### src/rtl/mab_pkg.sv
// Shared types and constants for the camera-to-SRAM write bridge.
// Holds the byte-phase encoding, the address width default and reset levels of the strobes.
package mab_pkg;

  localparam int unsigned ADDR_W_DEF = 16;

  typedef enum logic {
    PH_LO = 1'b0,
    PH_HI = 1'b1
  } byte_phase_e;

  localparam logic WEB_RST  = 1'b1;
  localparam logic BLEB_RST = 1'b1;
  localparam logic BHEB_RST = 1'b1;

  // Active-low lane enables {BHEb, BLEb} for a write in the given byte phase.
  function automatic logic [1:0] lane_enables(input byte_phase_e ph);
    logic [1:0] en;
    case (ph)
      PH_LO:   en = 2'b10;
      PH_HI:   en = 2'b01;
      default: en = 2'b11;
    endcase
    return en;
  endfunction

endpackage

### src/rtl/mem_addr_bridge_if.sv
// Camera-port and SRAM-pin bundle of the write bridge.
// The master modport is the bridge side; the slave modport is the camera/SRAM side.
interface mem_addr_bridge_if
  import mab_pkg::*;
#(
  parameter int unsigned ADDR_W = ADDR_W_DEF
);

  logic              pclk;
  logic              HREF;
  logic              VSYNC;
  logic              xclk;
  logic              WEb;
  logic              BLEb;
  logic              BHEb;
  logic [ADDR_W-1:0] SRAM_address;

  modport master (
    input  pclk,
    input  HREF,
    input  VSYNC,
    output xclk,
    output WEb,
    output BLEb,
    output BHEb,
    output SRAM_address
  );

  modport slave (
    output pclk,
    output HREF,
    output VSYNC,
    input  xclk,
    input  WEb,
    input  BLEb,
    input  BHEb,
    input  SRAM_address
  );

endinterface

### src/rtl/mem_addr_bridge_edge_det.sv
// Samples pclk/HREF/VSYNC in the system clock and flags each qualified pclk rising edge.
// pclk is treated purely as data; the event is derived from the current and previous samples.
module pclk_edge_det
  import mab_pkg::*;
(
  input  logic clk,
  input  logic rst_n,
  input  logic pclk_i,
  input  logic href_i,
  input  logic vsync_i,
  output logic byte_evt_o,
  output logic href_o,
  output logic vsync_o
);

  logic pclk_q;
  logic pclk_prev_q;
  logic href_q;
  logic vsync_q;

  // Input sampling; VSYNC resets high so nothing is written until the first frame starts.
  always_ff @(posedge clk or negedge rst_n) begin
    if (!rst_n) begin
      pclk_q      <= 1'b0;
      pclk_prev_q <= 1'b0;
      href_q      <= 1'b0;
      vsync_q     <= 1'b1;
    end else begin
      pclk_q      <= pclk_i;
      pclk_prev_q <= pclk_q;
      href_q      <= href_i;
      vsync_q     <= vsync_i;
    end
  end

  assign byte_evt_o = pclk_q & ~pclk_prev_q & href_q & ~vsync_q;
  assign href_o     = href_q;
  assign vsync_o    = vsync_q;

endmodule

### src/rtl/mem_addr_bridge.sv
// Camera-to-SRAM write bridge: xclk divider, byte-phase tracking, write strobes and word address.
// Define MAB_SATURATE_EN to make the address stop at its maximum instead of wrapping.
module mem_addr_bridge
  import mab_pkg::*;
#(
  parameter int unsigned ADDR_W = ADDR_W_DEF
) (
  input  logic              clk,
  input  logic              rst_n,
  mem_addr_bridge_if.master bus
);

  localparam logic [ADDR_W-1:0] ADDR_ZERO = {ADDR_W{1'b0}};
  localparam logic [ADDR_W-1:0] ADDR_ONE  = {{(ADDR_W-1){1'b0}}, 1'b1};

  logic byte_evt_s;
  logic href_s;
  logic vsync_s;
  logic write_ok_s;

  logic              xclk_q;
  byte_phase_e       phase_q, phase_d;
  logic              web_q, web_d;
  logic              bleb_q, bleb_d;
  logic              bheb_q, bheb_d;
  logic [ADDR_W-1:0] addr_q, addr_d;

  pclk_edge_det u_edge_det (
    .clk        (clk),
    .rst_n      (rst_n),
    .pclk_i     (bus.pclk),
    .href_i     (bus.HREF),
    .vsync_i    (bus.VSYNC),
    .byte_evt_o (byte_evt_s),
    .href_o     (href_s),
    .vsync_o    (vsync_s)
  );

`ifdef MAB_SATURATE_EN
  localparam logic [ADDR_W-1:0] ADDR_MAX = {ADDR_W{1'b1}};

  logic sat_q, sat_d;

  assign write_ok_s = ~sat_q;

  // Saturation flag: set once the top word has been written, cleared by frame blanking.
  always_ff @(posedge clk or negedge rst_n) begin
    if (!rst_n) begin
      sat_q <= 1'b0;
    end else begin
      sat_q <= sat_d;
    end
  end
`else
  assign write_ok_s = 1'b1;
`endif

  // Camera master clock at half the system clock.
  always_ff @(posedge clk or negedge rst_n) begin
    if (!rst_n) begin
      xclk_q <= 1'b0;
    end else begin
      xclk_q <= ~xclk_q;
    end
  end

  // Strobe, phase and address registers.
  always_ff @(posedge clk or negedge rst_n) begin
    if (!rst_n) begin
      phase_q <= PH_LO;
      web_q   <= WEB_RST;
      bleb_q  <= BLEB_RST;
      bheb_q  <= BHEB_RST;
      addr_q  <= ADDR_ZERO;
    end else begin
      phase_q <= phase_d;
      web_q   <= web_d;
      bleb_q  <= bleb_d;
      bheb_q  <= bheb_d;
      addr_q  <= addr_d;
    end
  end

  // Next-state: the address advances as a high-lane pulse ends; VSYNC overrides everything.
  always_comb begin
    web_d   = WEB_RST;
    bleb_d  = BLEB_RST;
    bheb_d  = BHEB_RST;
    phase_d = phase_q;
    addr_d  = addr_q;
`ifdef MAB_SATURATE_EN
    sat_d   = sat_q;
`endif

    if (!web_q && !bheb_q) begin
`ifdef MAB_SATURATE_EN
      if (addr_q == ADDR_MAX) begin
        sat_d = 1'b1;
      end else begin
        addr_d = addr_q + ADDR_ONE;
      end
`else
      addr_d = addr_q + ADDR_ONE;
`endif
    end else begin
      addr_d = addr_q;
    end

    if (vsync_s) begin
      addr_d  = ADDR_ZERO;
      phase_d = PH_LO;
`ifdef MAB_SATURATE_EN
      sat_d   = 1'b0;
`endif
    end else if (!href_s) begin
      phase_d = PH_LO;
    end else if (byte_evt_s && write_ok_s) begin
      web_d            = 1'b0;
      {bheb_d, bleb_d} = lane_enables(phase_q);
      case (phase_q)
        PH_LO:   phase_d = PH_HI;
        PH_HI:   phase_d = PH_LO;
        default: phase_d = PH_LO;
      endcase
    end else begin
      phase_d = phase_q;
    end
  end

  assign bus.xclk         = xclk_q;
  assign bus.WEb          = web_q;
  assign bus.BLEb         = bleb_q;
  assign bus.BHEb         = bheb_q;
  assign bus.SRAM_address = addr_q;

endmodule

### src/flat_wrapper.sv
// flat-port wrapper written by rule: the top's interface ports become plain ports
module mem_addr_bridge_flat import mab_pkg::*;
#(
  parameter int unsigned ADDR_W = ADDR_W_DEF
)
  (clk, rst_n, bus_pclk, bus_HREF, bus_VSYNC, bus_xclk, bus_WEb, bus_BLEb, bus_BHEb, bus_SRAM_address);
  mem_addr_bridge_if #(.ADDR_W(ADDR_W)) bus_i ();
  input  logic clk;
  input  logic rst_n;
  input wire logic [$bits(bus_i.pclk)-1:0] bus_pclk;
  input wire logic [$bits(bus_i.HREF)-1:0] bus_HREF;
  input wire logic [$bits(bus_i.VSYNC)-1:0] bus_VSYNC;
  output wire logic [$bits(bus_i.xclk)-1:0] bus_xclk;
  output wire logic [$bits(bus_i.WEb)-1:0] bus_WEb;
  output wire logic [$bits(bus_i.BLEb)-1:0] bus_BLEb;
  output wire logic [$bits(bus_i.BHEb)-1:0] bus_BHEb;
  output wire logic [$bits(bus_i.SRAM_address)-1:0] bus_SRAM_address;
  assign bus_i.pclk = bus_pclk;
  assign bus_i.HREF = bus_HREF;
  assign bus_i.VSYNC = bus_VSYNC;
  assign bus_xclk = bus_i.xclk;
  assign bus_WEb = bus_i.WEb;
  assign bus_BLEb = bus_i.BLEb;
  assign bus_BHEb = bus_i.BHEb;
  assign bus_SRAM_address = bus_i.SRAM_address;
  mem_addr_bridge #(.ADDR_W(ADDR_W)) u_core (.clk(clk), .rst_n(rst_n), .bus(bus_i));
endmodule
### config.mk
export PLATFORM = sky130hd
export DESIGN_NAME = mem_addr_bridge_flat
export DESIGN_NICKNAME = d
export VERILOG_FILES = /design/src/rtl/mab_pkg.sv /design/src/rtl/mem_addr_bridge_if.sv /design/src/rtl/mem_addr_bridge_edge_det.sv /design/src/rtl/mem_addr_bridge.sv /design/src/flat_wrapper.sv
export SDC_FILE = /design/constraint.sdc
export NUM_CORES = 1
export LEC_CHECK = 0
export CAP_MARGIN = 10
export CELL_PAD_IN_SITES_DETAIL_PLACEMENT = 1
export CELL_PAD_IN_SITES_GLOBAL_PLACEMENT = 1
export CORE_MARGIN = 2
export CORE_UTILIZATION = 41
export DETAILED_ROUTE_END_ITERATION = 10
export PLACE_DENSITY_LB_ADDON = 0.08
export SETUP_SLACK_MARGIN = 0.15
export SLEW_MARGIN = 0
export SYNTH_ARGS = -nofsm -noshare
export SYNTH_HDL_FRONTEND = slang
export SYNTH_HIERARCHICAL = 1
export SYNTH_SLANG_ARGS = --single-unit
export TNS_END_PERCENT = 5
### constraint.sdc
create_clock -name clk -period 2.8 [get_ports clk]
set_clock_uncertainty 0.15 [all_clocks]
set_input_delay 0.42 -clock clk [delete_from_list [all_inputs] [get_ports clk]]
set_output_delay 0.42 -clock clk [all_outputs]
set_load 0.01 [all_outputs]
### After elaboration in Yosys (flattened, before gate mapping)

Index checks and enable logic that the tools add are counted.
W data, S select, Z words.

* output and inout bits: 20
* bits of input ports: 5
* logic and storage cells: 39
* bits in registers: 25

* mux-type cells: 16
* bitwise operators: 7
* reductions and logical operators: 4
* eq/ne operators: 1
* $add $sub $neg: 1

Operators with widths (number)
* $mux W16: 2
* $add A16 B1 Y16 const B: 1
* $mux W1: 12
* $not A1 Y1: 4
* $pmux W2 S2: 1
* $and A1 B1 Y1: 3
* $ne A3 B1 Y1 const B: 1
* $logic_not A1 Y1: 2
* $pmux W1 S2: 1
* $reduce_bool A2 Y1: 1
* $logic_and A1 B1 Y1: 1

### Logic depth before layout (Yosys ltp)

* depth in word-level cells: 7
* depth in mapped cells: 5
* mapped depth without buffers: 4

### Hierarchy

Netlist, hierarchy kept.

By module, submodules not included
* mem_addr_bridge: area an instance 997.2 µm², seq. area each 529.3 µm², times used 1, cells an instance 91
* pclk_edge_det: area an instance 113.9 µm², seq. area each 101.3 µm², times used 1, cells an instance 5

### Worst setup path before layout

OpenSTA, ideal clock, no wires.

* kind: register to register
* start point: register u_core.bheb_q, in the netlist u_core/bus.BHEb
* end point: register u_core.addr_q[14], in the netlist u_core/bus.SRAM_address[14]
* setup time: 77 ps
* clock period less this slack: 1711 ps
* arrival: 1483 ps
* setup slack: 1089 ps
* path buffers: 1
* cell stages (with the launch flop): 6
* required time: 2573 ps
* cell sequence: dfstp_2 and4bb_1 buf_6 nand3_4 or4_1 a21oi_1

* word-level cells in the longest chain between the ends: 3

Ends and longest elaborated chain
* start, declared: RTL line mem_addr_bridge.sv:25 `logic bheb_q, bheb_d;`
* start signal, assigned: RTL line mem_addr_bridge.sv:79 `bheb_q <= bheb_d;`
* $logic_not A1 Y1: RTL line mem_addr_bridge.sv:95 `if (!web_q && !bheb_q) begin`
* $logic_and A1 B1 Y1: RTL line mem_addr_bridge.sv:95
* $reduce_bool A2 Y1 (no line)
* end signal, assigned: RTL line mem_addr_bridge.sv:80 `addr_q <= addr_d;`
* end, declared: RTL line mem_addr_bridge.sv:26 `logic [ADDR_W-1:0] addr_q, addr_d;`

No other way between the ends.
A chain may end at the register's enable or synchronous reset.

### Worst setup path after layout

* start point: register u_core.web_q, in the netlist u_core/bus.WEb
* end point: output bus_WEb

RTL lines
* start, declared: RTL line mem_addr_bridge.sv:23 `logic web_q, web_d;`
* start signal, assigned: RTL line mem_addr_bridge.sv:77 `web_q <= web_d;`
* end, declared: RTL line flat_wrapper.sv:14 `output wire logic [$bits(bus_i.WEb)-1:0] bus_WEb;`

No word-level cell between the ends.

==> impl_results.rst <==
.. list-table::
   :header-rows: 1

   * - Metric
     - Value
   * - Run status
     - complete, no violations
   * - Worst-path cell with the longest stage delay
     - sky130_fd_sc_hd__dfstp_2
   * - Vert. Die Dim
     - 56.1 um
   * - Hold violation count in the final report
     - 0
   * - Worst-margin pin slew
     - 0.381 ns
   * - Clock-pin transition on the worst setup and hold timing paths
     - 0.14 ns
   * - Number of antenna violations at the first check in global routing
     - 0
   * - Post-synthesis cell area
     - 1110 um2
   * - Kind of launch point of the worst setup path
     - flop
   * - Effective utilization at floorplan
     - 0.440
   * - Final Max Slew Viols
     - 0
   * - Type of the worst min-delay path
     - reg2reg
   * - Hold Buf Count CTS
     - 0
   * - Clock tree buffer depth
     - 2
   * - Clk_lat worst skew
     - 0.32 ns
   * - Number of global-route vias before repair
     - 887
   * - Final estimated routing congestion in global placement
     - 0.777
   * - Commonest non-fill, non-tap cells in the layout
     - sky130_fd_sc_hd__clkdlybuf4s50_1 (24), sky130_fd_sc_hd__dfrtp_1 (21), sky130_fd_sc_hd__nor2_1 (11)
   * - PortBufs
     - 24
   * - TritonCTS clock tree
     - built
   * - Count of synthesis-stage warnings from yosys
     - 6
   * - Final-stage net count
     - 129
   * - Core area
     - 2520 um2
   * - Crit. End Element
     - output port
   * - # placed instances
     - 148
   * - Post-CTS resize count
     - 0
   * - Number of different library cells in the post-synthesis netlist
     - 30
   * - CTS H-Tree Depth
     - 1
   * - Total Routing Usage GR
     - 0.166
   * - Number of remaining DRC errors
     - 0
   * - Total setup violations reported at the end of the flow
     - 0
   * - Sequential element share of the synthesized area
     - 0.568
   * - Fraction of registers with async set or reset after synthesis
     - 1.00
   * - Post-CTS setup-driven buffer insertion count
     - 0
   * - Unrepaired setup endpoints after global routing
     - false
   * - Antenna diodes
     - 0
   * - DP HPWL
     - 1700 um
   * - Via/cell ratio
     - 5.37
   * - TritonCTS buffer count
     - 3
   * - Full die area
     - 3140 um2
   * - Leakage power
     - 0.576 nW
   * - Number of clock sinks
     - 25
   * - Dominant delay contributor by cell family on the critical path
     - flip-flops
   * - Global-route wire length before repair
     - 4090 um
   * - DIE WIDTH
     - 56.1 um
   * - Worst VDD drop
     - 0.340 mV
   * - Mapped Avg Cell Area
     - 11.6 um2
   * - Pre-Repair DR Iteration Count
     - 4
   * - Routed len/inst
     - 15.7 um
   * - Fin crit share
     - 0.718
   * - Site row count
     - 18
   * - Crit path kind
     - reg2out
   * - Final WL
     - 2380 um
   * - Overflow after GRT
     - 0
   * - Buffer and inverter count on the worst path
     - 1
   * - Layout cells sized above 1
     - 0.139
   * - Finished Cell Area
     - 1400 um2
   * - List of cells traversed by the critical path
     - clkdlybuf4s50_1
   * - Power per cell area
     - 393 nW/um2
   * - Max_slew headroom
     - 0.746
   * - Worst Path Required
     - 2.23 ns
   * - Total nets after synthesis
     - 102
   * - Register bit count reported by yosys
     - 25
   * - Pin count of the biggest net entering global routing
     - 26
   * - Max-capacitance violation count
     - 0
   * - Violation count after the first detailed-route iteration
     - 12
   * - Peak Freq
     - 0.498 GHz
   * - Count of boundary I/O pins
     - 25
   * - Total cell area at the placement stage
     - 1370 um2
   * - Leading cell type in the layout, fill and taps excluded
     - sky130_fd_sc_hd__clkdlybuf4s50_1
   * - Final period demand of the worst path
     - 2.01 ns
   * - Power after layout
     - 0.000549 W
   * - Slowest Stage Delay on Critical Path
     - 0.57 ns
   * - Root buffer cell
     - sky130_fd_sc_hd__clkbuf_4
   * - Critical path peak fanout
     - 4
   * - Total number of vias
     - 816
   * - Primary FF master, synth
     - sky130_fd_sc_hd__dfrtp_1
   * - Number of instances in the synthesized netlist
     - 96
   * - Critical path arrival
     - 1.44 ns
   * - Count of placed standard cells in the final layout, fillers left out
     - 152
   * - Area growth from synthesis to layout
     - 25.8%
   * - Accumulated negative setup slack
     - 0 ns
   * - Post-synth EDFFs
     - 0
   * - Remaining number of nets flagged by the antenna check after routing
     - 0
==> state kept, by name, summed over array words and instances (netlist names) <==
name and flops:
u_core/bus.WEb 1, u_core/bus.BHEb 1, u_core/bus.xclk 1, u_core/phase_q 1
u_core/u_edge_det/href_o 1, u_core/u_edge_det/pclk_prev_q 1, u_core/u_edge_det/vsync_o 1, u_core/bus.SRAM_address 16
u_core/u_edge_det/pclk_q 1, u_core/bus.BLEb 1
==> logic make-up (layout without fill, tap and decap cells) <==
logic type / Yosys count / count (layout) / synth area share
xor gates and xnor gates: 10 / 10 / 0.0788
muxes: 1 / 1 / 0.0101
and+or+nand+nor: 41 / 41 / 0.238
adders and majority gates: 1 / 1 / 0.0113
DFF: 25 / 25 / 0.568
buffers and inverters: 6 / 32 / 0.0338
AOI/OAI and AO/OA: 12 / 12 / 0.0608
==> report_power, final <==
part / total (W) / internal, W / switching, W
logic: 0.0000165 / 0.00000824 / 0.00000826
clock network: 0.000161 / 0.0000535 / 0.000107
registers: 0.000372 / 0.000366 / 0.00000608
total: 0.000549 / 0.000427 / 0.000121
==> stage by stage <==
| stage | setup slack (ns) | hold slack [ns] | util |
|---|---|---|---|
| floorplan | 1.09 | -0.0256 | - |
| global placement | 0.988 | 0.205 | 0.543 |
| detailed placement | 0.945 | 0.221 | 0.543 |
| CTS | 0.772 | 0.234 | 0.554 |
| global route | 0.726 | 0.245 | 0.554 |
| finish | 0.790 | 0.232 | 0.554 |
==> final timing paths <==
check / startpoint / endpoint / slack (ns) / cells after the start
max: u_core/bus.WEb / bus_WEb / 0.79 / 1
min: u_core/u_edge_det/pclk_q / u_core/u_edge_det/pclk_prev_q / 0.23 / 0
max reg2reg: u_core/bus.BHEb / u_core/bus.SRAM_address[14] / 0.90 / 4
min reg2reg: u_core/u_edge_det/pclk_q / u_core/u_edge_det/pclk_prev_q / 0.23 / 0
max in group asynchronous: rst_n / u_core/u_edge_det/vsync_o / 1.91 / 2
min in group asynchronous: rst_n / u_core/bus.SRAM_address[8] / 0.29 / 2
==> layer usage <==
layer	vias to the layer above	wire, um	GRT usage
met5	-	0	0
met4	0	15	0.0306
met1	406	993	0.188
met3	2	119	0.0605
li1	387	-	-
met2	21	1260	0.299
==> synth_stat cells (2+ instances only) <==
cell / number / area share
sky130_fd_sc_hd__o31ai_1: 3 / 0.020
sky130_fd_sc_hd__o21ai_0: 3 / 0.014
sky130_fd_sc_hd__or4_1: 3 / 0.020
sky130_fd_sc_hd__dfrtp_1: 21 / 0.47
sky130_fd_sc_hd__inv_1: 3 / 0.010
sky130_fd_sc_hd__buf_6: 2 / 0.020
sky130_fd_sc_hd__nand2_1: 6 / 0.020
sky130_fd_sc_hd__nand3_1: 2 / 0.0090
sky130_fd_sc_hd__a21oi_1: 6 / 0.027
sky130_fd_sc_hd__nor2_1: 11 / 0.037
sky130_fd_sc_hd__xnor2_1: 2 / 0.016
sky130_fd_sc_hd__and3_1: 2 / 0.011
sky130_fd_sc_hd__or3_2: 2 / 0.014
sky130_fd_sc_hd__dfstp_2: 4 / 0.095
sky130_fd_sc_hd__xor2_1: 8 / 0.063
sky130_fd_sc_hd__nand4_1: 4 / 0.023
==> layout make-up <==
cell class / instances / area (um2)
fillers: 276 / 1120
flip-flops and latches: 25 / 631
multi-input cells: 65 / 443
repair buffers: 25 / 248
well taps: 30 / 37.5
clock buffers: 3 / 22.5
inverters: 3 / 11.3
clock inverters: 1 / 5.00
(Power assumes the default switching activity.)
